==> src/rtl/freq_meter_pkg.sv <==
// Shared types and helpers for the frequency/period meter.
package freq_meter_pkg;

    typedef enum logic {
        IDLE  = 1'b0,
        ARMED = 1'b1
    } pstate_t;

    // All-ones value of a w-bit counter, computed in 64 bits so w=64 still works.
    function automatic logic [63:0] sat_max(input int w);
        if (w >= 64)
            return '1;
        return (64'd1 << w) - 64'd1;
    endfunction

endpackage

==> src/rtl/freq_meter_if.sv <==
// Measured signal in, measurement results out.
interface freq_meter_if #(
    parameter int CNT_W = 32
);
    logic             sig_in;
    logic [CNT_W-1:0] count;
    logic             count_valid;
    logic [CNT_W-1:0] period;
    logic             period_valid;
    logic             stale;

    modport master (
        input  sig_in,
        output count, count_valid, period, period_valid, stale
    );

    modport slave (
        output sig_in,
        input  count, count_valid, period, period_valid, stale
    );
endinterface

==> src/rtl/freq_meter_sync_rise.sv <==
// Multi-flop synchronizer with a single-cycle rising-edge strobe.
module sync_rise #(
    parameter int SYNC_STAGES = 2
) (
    input  logic c1,
    input  logic rst,
    input  logic d,
    output logic rise
);
    logic [SYNC_STAGES-1:0] sync;
    logic                   hist;

    // Everything resets high so an input held high through reset is not a rise.
    always_ff @(posedge c1 or posedge rst) begin
        if (rst) begin
            sync <= '1;
            hist <= 1'b1;
        end else begin
            sync <= {sync[SYNC_STAGES-2:0], d};
            hist <= sync[SYNC_STAGES-1];
        end
    end

    assign rise = sync[SYNC_STAGES-1] & ~hist;
endmodule

==> src/rtl/freq_meter.sv <==
// Gate-window edge counter plus edge-to-edge period meter for a slow async input.
//  state | meaning
//  IDLE  | no rising edge seen since reset; period unknown, stale
//  ARMED | at least one edge seen; pcnt counts cycles since the last edge
module freq_meter
    import freq_meter_pkg::*;
#(
    parameter int GATE_CYCLES = 100000000,
    parameter int CNT_W       = 32,
    parameter int SYNC_STAGES = 2
) (
    input  logic          c1,
    input  logic          rst,
    freq_meter_if.master  bus
);
    localparam int               GW  = (GATE_CYCLES > 2) ? $clog2(GATE_CYCLES) : 1;
    localparam logic [CNT_W-1:0] MAX = CNT_W'(sat_max(CNT_W));
    localparam logic [GW-1:0]    GATE_LAST = GW'(GATE_CYCLES - 1);

    logic             rise;
    logic [GW-1:0]    gcnt;
    logic [CNT_W-1:0] ecnt;
    logic [CNT_W-1:0] pcnt;
    pstate_t          state;

    sync_rise #(.SYNC_STAGES(SYNC_STAGES)) u_sync (
        .c1   (c1),
        .rst  (rst),
        .d    (bus.sig_in),
        .rise (rise)
    );

    // A rise in the last gate cycle is folded into the closing window's count.
    always_ff @(posedge c1 or posedge rst) begin
        if (rst) begin
            gcnt            <= '0;
            ecnt            <= '0;
            bus.count       <= '0;
            bus.count_valid <= 1'b0;
        end else begin
            bus.count_valid <= 1'b0;
            if (gcnt == GATE_LAST) begin
                gcnt            <= '0;
                ecnt            <= '0;
                bus.count       <= (rise && ecnt != MAX) ? ecnt + 1'b1 : ecnt;
                bus.count_valid <= 1'b1;
            end else begin
                gcnt <= gcnt + 1'b1;
                if (rise && ecnt != MAX)
                    ecnt <= ecnt + 1'b1;
            end
        end
    end

    always_ff @(posedge c1 or posedge rst) begin
        if (rst) begin
            state            <= IDLE;
            pcnt             <= '0;
            bus.period       <= '0;
            bus.period_valid <= 1'b0;
            bus.stale        <= 1'b1;
        end else begin
            bus.period_valid <= 1'b0;
            unique case (state)
                IDLE: begin
                    if (rise) begin
                        state     <= ARMED;
                        pcnt      <= CNT_W'(1);
                        bus.stale <= 1'b0;
                    end
                end
                ARMED: begin
                    if (rise) begin
                        bus.period       <= pcnt;
                        bus.period_valid <= 1'b1;
                        pcnt             <= CNT_W'(1);
                        bus.stale        <= 1'b0;
                    end else if (pcnt != MAX) begin
                        pcnt      <= pcnt + 1'b1;
                        bus.stale <= (pcnt == MAX - 1'b1);
                    end else begin
                        bus.stale <= 1'b1;
                    end
                end
                default: state <= IDLE;
            endcase
        end
    end
endmodule

==> src/flat_wrapper.sv <==
// flat-port wrapper written by rule: the top's interface ports become plain ports
module freq_meter_flat import freq_meter_pkg::*;
#(
    parameter int GATE_CYCLES = 100000000,
    parameter int CNT_W       = 32,
    parameter int SYNC_STAGES = 2
)
  (c1, rst, bus_sig_in, bus_count, bus_count_valid, bus_period, bus_period_valid, bus_stale);
  freq_meter_if #(.CNT_W(CNT_W)) bus_i ();
  input  logic c1;
  input  logic rst;
  input wire logic [$bits(bus_i.sig_in)-1:0] bus_sig_in;
  output wire logic [$bits(bus_i.count)-1:0] bus_count;
  output wire logic [$bits(bus_i.count_valid)-1:0] bus_count_valid;
  output wire logic [$bits(bus_i.period)-1:0] bus_period;
  output wire logic [$bits(bus_i.period_valid)-1:0] bus_period_valid;
  output wire logic [$bits(bus_i.stale)-1:0] bus_stale;
  assign bus_i.sig_in = bus_sig_in;
  assign bus_count = bus_i.count;
  assign bus_count_valid = bus_i.count_valid;
  assign bus_period = bus_i.period;
  assign bus_period_valid = bus_i.period_valid;
  assign bus_stale = bus_i.stale;
  freq_meter #(.GATE_CYCLES(GATE_CYCLES), .CNT_W(CNT_W), .SYNC_STAGES(SYNC_STAGES)) u_core (.c1(c1), .rst(rst), .bus(bus_i));
endmodule
==> config.mk <==
export PLATFORM = sky130hd
export DESIGN_NAME = freq_meter_flat
export DESIGN_NICKNAME = d
export VERILOG_FILES = /design/src/rtl/freq_meter_pkg.sv /design/src/rtl/freq_meter_if.sv /design/src/rtl/freq_meter_sync_rise.sv /design/src/rtl/freq_meter.sv /design/src/flat_wrapper.sv
export SDC_FILE = /design/constraint.sdc
export NUM_CORES = 1
export LEC_CHECK = 0
export CORE_ASPECT_RATIO = 1.5
export CORE_MARGIN = 2
export CORE_UTILIZATION = 57
export CTS_CLUSTER_DIAMETER = 30
export DETAILED_ROUTE_END_ITERATION = 8
export PLACE_DENSITY = 0.8
export SYNTH_ARGS = -nofsm -noshare
export SYNTH_HDL_FRONTEND = slang
export SYNTH_HIERARCHICAL = 1
export SYNTH_SLANG_ARGS = --single-unit
export TNS_END_PERCENT = 20
==> constraint.sdc <==
create_clock -name c1 -period 6.5 [get_ports c1]
set_input_delay 0.975 -clock c1 [delete_from_list [all_inputs] [get_ports c1]]
set_output_delay 0.975 -clock c1 [all_outputs]
set_load 0.005 [all_outputs]
* Word level (Yosys, flattened, before mapping)
Index checks and enable logic that the tools add are counted.
W data, S select, Z words.
** Word-level totals
- Input bits :: 3
- Register bits :: 162
- Output and inout bits :: 67
- Word-level logic and storage cells :: 41
** Operators by class
- Bitwise logic cells :: 3
- Reduce and logical (&&, ||, !) cells :: 3
- Mux-type cells :: 15
- $add $sub $neg :: 3
- Equal/unequal tests :: 6
** Operators by type and width (count)
- $mux W32 :: 5
- $add A32 B1 Y32 const B :: 2
- $ne A32 B32 Y1 const B :: 2
- $pmux W32 S2 :: 1
- $eq A32 B32 Y1 const B :: 1
- $add A27 B1 Y27 const B :: 1
- $eq A27 B27 Y1 const B :: 1
- $mux W27 :: 1
- $mux W1 :: 7
- $reduce_and A2 Y1 :: 2
- $ne A3 B2 Y1 const B :: 1
- $ne A2 B1 Y1 const B :: 1
- $not A1 Y1 :: 2
- $pmux W1 S2 :: 1
- $and A1 B1 Y1 :: 1
- $logic_and A1 B1 Y1 :: 1

* Logic depth before layout (Yosys ltp)
- Depth in word-level cells :: 5
- Mapped depth :: 8
- Mapped depth without buffers :: 8

* Hierarchy
Netlist, hierarchy kept.
** Modules (own cells, without submodules)
- freq_meter :: times used 1, area an instance 7176.9 µm², seq. area each 3980.1 µm², cells each 671
- sync_rise :: times used 1, area an instance 96.3 µm², seq. area each 78.8 µm², cells each 5

* Worst setup path after synthesis
OpenSTA, ideal clock, no wires.
- Path kind :: reg2reg
- Start point :: register u_core.ecnt[0]
- End point :: register u_core.bus.count[26]
- Stages on the path, launching flop included :: 8
- Arrival time :: 1826 ps
- Setup slack :: 4544 ps
- Required time :: 6370 ps
- Cells stage by stage :: dfrtp_1 > ha_1 > and4_1 > nand4_2 > or4b_4 > nor2_2 > xnor2_1 > o21ai_1
** Between the ends
- Word-level cells in the longest chain between the ends :: 3
- Elaborated cells between the ends (all ways) :: 4
- Those cells by class :: 1 x add/sub; 1 x eq/ne; 1 x mux; 1 x reduce/logical
** Ends and longest elaborated chain
- from (decl) :: RTL line freq_meter.sv:22 : logic [CNT_W-1:0] ecnt;
- from (signal assigned) :: RTL line freq_meter.sv:50 : ecnt <= ecnt + 1'b1;
- branches (longest 2 deep; another with $add A32 B1 Y32)
- $mux W32 (*) :: RTL line freq_meter.sv:45 : bus.count <= (rise && ecnt != MAX) ? ecnt + 1'b1 : ecnt;
- to (signal assigned) :: RTL line freq_meter.sv:45
- to (decl) :: RTL line freq_meter_if.sv:14 : output count, count_valid, period, period_valid, stale
Every way passes the cells marked *.
A chain may end at the register's enable or synchronous reset.

* Final worst setup path
- Start point :: register u_core.u_sync.sync[1]
- End point :: register u_core.bus.count[21]
** Between the ends
- Word-level cells in the longest chain between the ends :: 3
** Ends and longest elaborated chain
- from (decl) :: RTL line freq_meter_sync_rise.sv:10 : logic [SYNC_STAGES-1:0] sync;
- from (signal assigned) :: RTL line freq_meter_sync_rise.sv:19 : sync <= {sync[SYNC_STAGES-2:0], d};
- $and A1 B1 Y1 :: RTL line freq_meter_sync_rise.sv:24 : assign rise = sync[SYNC_STAGES-1] & ~hist;
- via u_core.rise :: RTL line freq_meter.sv:20 : logic rise;
- $logic_and A1 B1 Y1 :: RTL line freq_meter.sv:45
- $mux W32 :: RTL line freq_meter.sv:45
The timed path passes the listed nets, and every way through them passes these cells.

==> results.sh <==
export IMPL_tns_ps=0
export IMPL_vias=5264
export IMPL_layout_nets=747
export IMPL_dieWidth_um=96.2
export IMPL_commonest_non_fill_non_tap_cells_in_the_layout="158 x sky130_fd_sc_hd__dfrtp_1, 89 x sky130_fd_sc_hd__nor2_1, 71 x sky130_fd_sc_hd__nand2_1"
export IMPL_cell_chain_critical_path="nor2b_4 > nand3_1 > or4_4 > a31oi_4 > nand3_1 > xor2_1 > o21ai_0"
export IMPL_max_vdd_ir_drop_uv=195
export IMPL_finalMaxSlewViolations=0
export IMPL_post_cts_setup_buffer_count=0
export IMPL_synthDistinctLibCells=52
export IMPL_dr_first_iter_drc_count=279
export IMPL_cts_path_max_buffers=2
export IMPL_final_period_utilization_pct=45.3
export IMPL_post_synth_cell_area_avg_um2=10.8
export IMPL_mappedNetlistArea_mm2=0.00727
export IMPL_placed_cell_area_mm2=0.00808
export IMPL_worstSkewPairLatency_ps=420
export IMPL_antenna_violations_before_repair=0
export IMPL_die_area_mm2=0.0137
export IMPL_synth_edf_count=0
export IMPL_cp_data_arrival_time_ps=3190
export IMPL_area_growth_synth_to_final_pct=19.0
export IMPL_finalNonFillerCells=909
export IMPL_syn_inst_count=676
export IMPL_gp_routability_congestion=0.849
export IMPL_cp_startpoint_kind="flip-flop"
export IMPL_layout_filler_cells=905
export IMPL_layout_drive_gt1_share_pct=12.5
export IMPL_timing_final_crit_period_ps=2940
export IMPL_clock_tree_htree_level_count=4
export IMPL_detail_route_wirelength_um=14900
export IMPL_critical_path_max_stage_delay_ps=760
export IMPL_tightestPinTransition_ps=1040
export IMPL_clockRootBuffer="sky130_fd_sc_hd__clkbuf_16"
export IMPL_residual_overflow_from_global_routing=0
export IMPL_cp_end_kind="flip-flop"
export IMPL_first_global_vias=5248
export IMPL_ys_seq_area_share_pct=55.8
export IMPL_cts_hold_buffers=0
export IMPL_placed_cells=877
export IMPL_postSynthRegisterBits=162
export IMPL_cts_tree="done"
export IMPL_max_freq_mhz=340
export IMPL_synth_fp_nets=683
export IMPL_power_per_cell_area_mw_per_mm2=254
export IMPL_synth_warnings=6
export IMPL_hold_viol_final=0
export IMPL_initial_utilization_pct=58.4
export IMPL_port_buffers=69
export IMPL_critPathSlowestCell="sky130_fd_sc_hd__nor2b_4"
export IMPL_cap_viol_max_count=0
export IMPL_timing_slew_headroom_pct=30.7
export IMPL_ctsResizeCount=0
export IMPL_dominantRegCellSynth="sky130_fd_sc_hd__dfrtp_1"
export IMPL_count_of_endpoints_failing_setup_in_the_final_report=0
export IMPL_placeableCoreArea_mm2=0.0124
export IMPL_async_flop_share_pct=100
export IMPL_hp_class="reg -> reg"
export IMPL_grt_max_degree=106
export IMPL_num_io_pins=70
export IMPL_status="completed"
export IMPL_clkSinkCount=162
export IMPL_place_hpwl_um=10000
export IMPL_timing_worst_setup_path_type="reg -> reg"
export IMPL_layout_cells_most_common="sky130_fd_sc_hd__dfrtp_1"
export IMPL_cellLeakagePower_nw=3.92
export IMPL_num_antenna_cells=0
export IMPL_placementRows=50
export IMPL_viasPerCell=5.79
export IMPL_average_wire_per_standard_cell_um=16.3
export IMPL_remaining_drc_errors=0
export IMPL_crit_path_max_fanout=41
export IMPL_cts_inserted_buffers=17
export IMPL_grt_setup_unrepaired="false"
export IMPL_drt_pass1_iterations=5
export IMPL_clkTransAtPathRegs_ps=70
export IMPL_critical_path_top_cell_by_count="sky130_fd_sc_hd__nand3_1"
export IMPL_critPathRequiredTime_ps=6750
export IMPL_fin_util_pct=69.5
export IMPL_grt_pass1_wl_um=24600
export IMPL_clock_skew_ps=8.48
export IMPL_track_usage_pct=23.2
export IMPL_drtAntennaViolNets=0
export IMPL_regToRegSetupSlack_ps=3560
export IMPL_finish_instance_area_mm2=0.00866
export IMPL_chipHeight_um=142
## synth_stat cells (5+ instances only)
library cell                 n  area share (%)
sky130_fd_sc_hd__buf_2       6            0.41
sky130_fd_sc_hd__inv_1       9            0.46
sky130_fd_sc_hd__a21oi_1     5            0.34
sky130_fd_sc_hd__nand3_1    38             2.6
sky130_fd_sc_hd__xor2_1     47             5.7
sky130_fd_sc_hd__and3_1     20             1.7
sky130_fd_sc_hd__xnor2_1    32             3.9
sky130_fd_sc_hd__dfrtp_1   158              54
sky130_fd_sc_hd__clkbuf_1   19            0.98
sky130_fd_sc_hd__o21ai_0    33             2.3
sky130_fd_sc_hd__nor2_1     89             4.6
sky130_fd_sc_hd__and4_1     14             1.7
sky130_fd_sc_hd__mux2_2     30             4.6
sky130_fd_sc_hd__nand4_1    24             2.1
sky130_fd_sc_hd__and2_1      7            0.60
sky130_fd_sc_hd__nand2_1    72             3.7
sky130_fd_sc_hd__nor3_1      8            0.55
## where the power goes
group          internal, mW  total (mW)  switching, mW
logic                0.0621       0.134         0.0714
registers              1.05        1.09         0.0456
clock network         0.555       0.969          0.414
## registers in the layout, summed over array words and instances (netlist names)
name and cells:
u_core/ecnt 32, u_core/gcnt 27, u_core/bus.period 32, u_core/bus.count_valid 1
u_core/bus.period_valid 1, u_core/state 1, u_core/bus.count 32, u_core/u_sync/hist 1
u_core/u_sync/sync 2, u_core/pcnt 32, u_core/bus.stale 1
## path summary, 6_finish.rpt
check	startpoint	end	cells past startpoint
worst min-delay path	u_core/u_sync/sync[0]	u_core/u_sync/sync[1]	0
min in group asynchronous	rst	u_core/u_sync/sync[1]	2
max in group asynchronous	rst	u_core/pcnt[5]	3
worst max register to register	u_core/u_sync/sync[1]	u_core/bus.count[21]	7
worst min register to register	u_core/u_sync/sync[0]	u_core/u_sync/sync[1]	0
worst max-delay path	u_core/u_sync/sync[1]	u_core/bus.count[21]	7
## kinds of logic (layout without fill, tap and decap cells)
group                      Yosys count  after routing  share of synthesized area (%)
DFF                                162            162                           55.8
and+or+nand+nor                    309            309                           22.6
muxes                               32             32                           4.92
xor gates and xnor gates            79             79                           9.51
buffers and inverters               37            114                           2.13
adders and majority gates            4              4                          0.688
AOI/OAI and AO/OA                   53             53                           4.35
## layout make-up
cell class                      instances  area, um^2  share of cell area [%]
Clock buffer                           19         453                    5.23
Multi-Input combinational cell        477        3070                    35.4
Tap cell                              156         195                    2.25
Sequential cell                       162        4060                    46.9
Clock inverter                         13         126                    1.46
Timing Repair Buffer                   72         713                    8.24
Inverter                               10        42.5                   0.491
## worst max-delay path: cells and delay by family (launching register included)
kind	cells	cell delay (ps)
simple gates	4	1640
compound gates	2	390
flops	1	540
xor+xnor	1	190
## stage by stage
stage	total power [mW]	hold WS, ps	setup WS [ps]
global placement	1.24	354	3620
detailed placement	1.25	350	3580
global route	2.28	362	3370
floorplan	1.19	345	1240
CTS	2.21	356	3550
finish	2.20	356	3560
## routing by layer
metal / GRT usage, % / wire length, um / vias to the layer above
li1: - / - / 2453
met1: 27.2 / 5960 / 2619
met2: 40.1 / 7900 / 158
met3: 4.82 / 632 / 34
met4: 10.2 / 369 / 0
met5: 0 / 0 / -
Power figures use the tool's default switching activity.
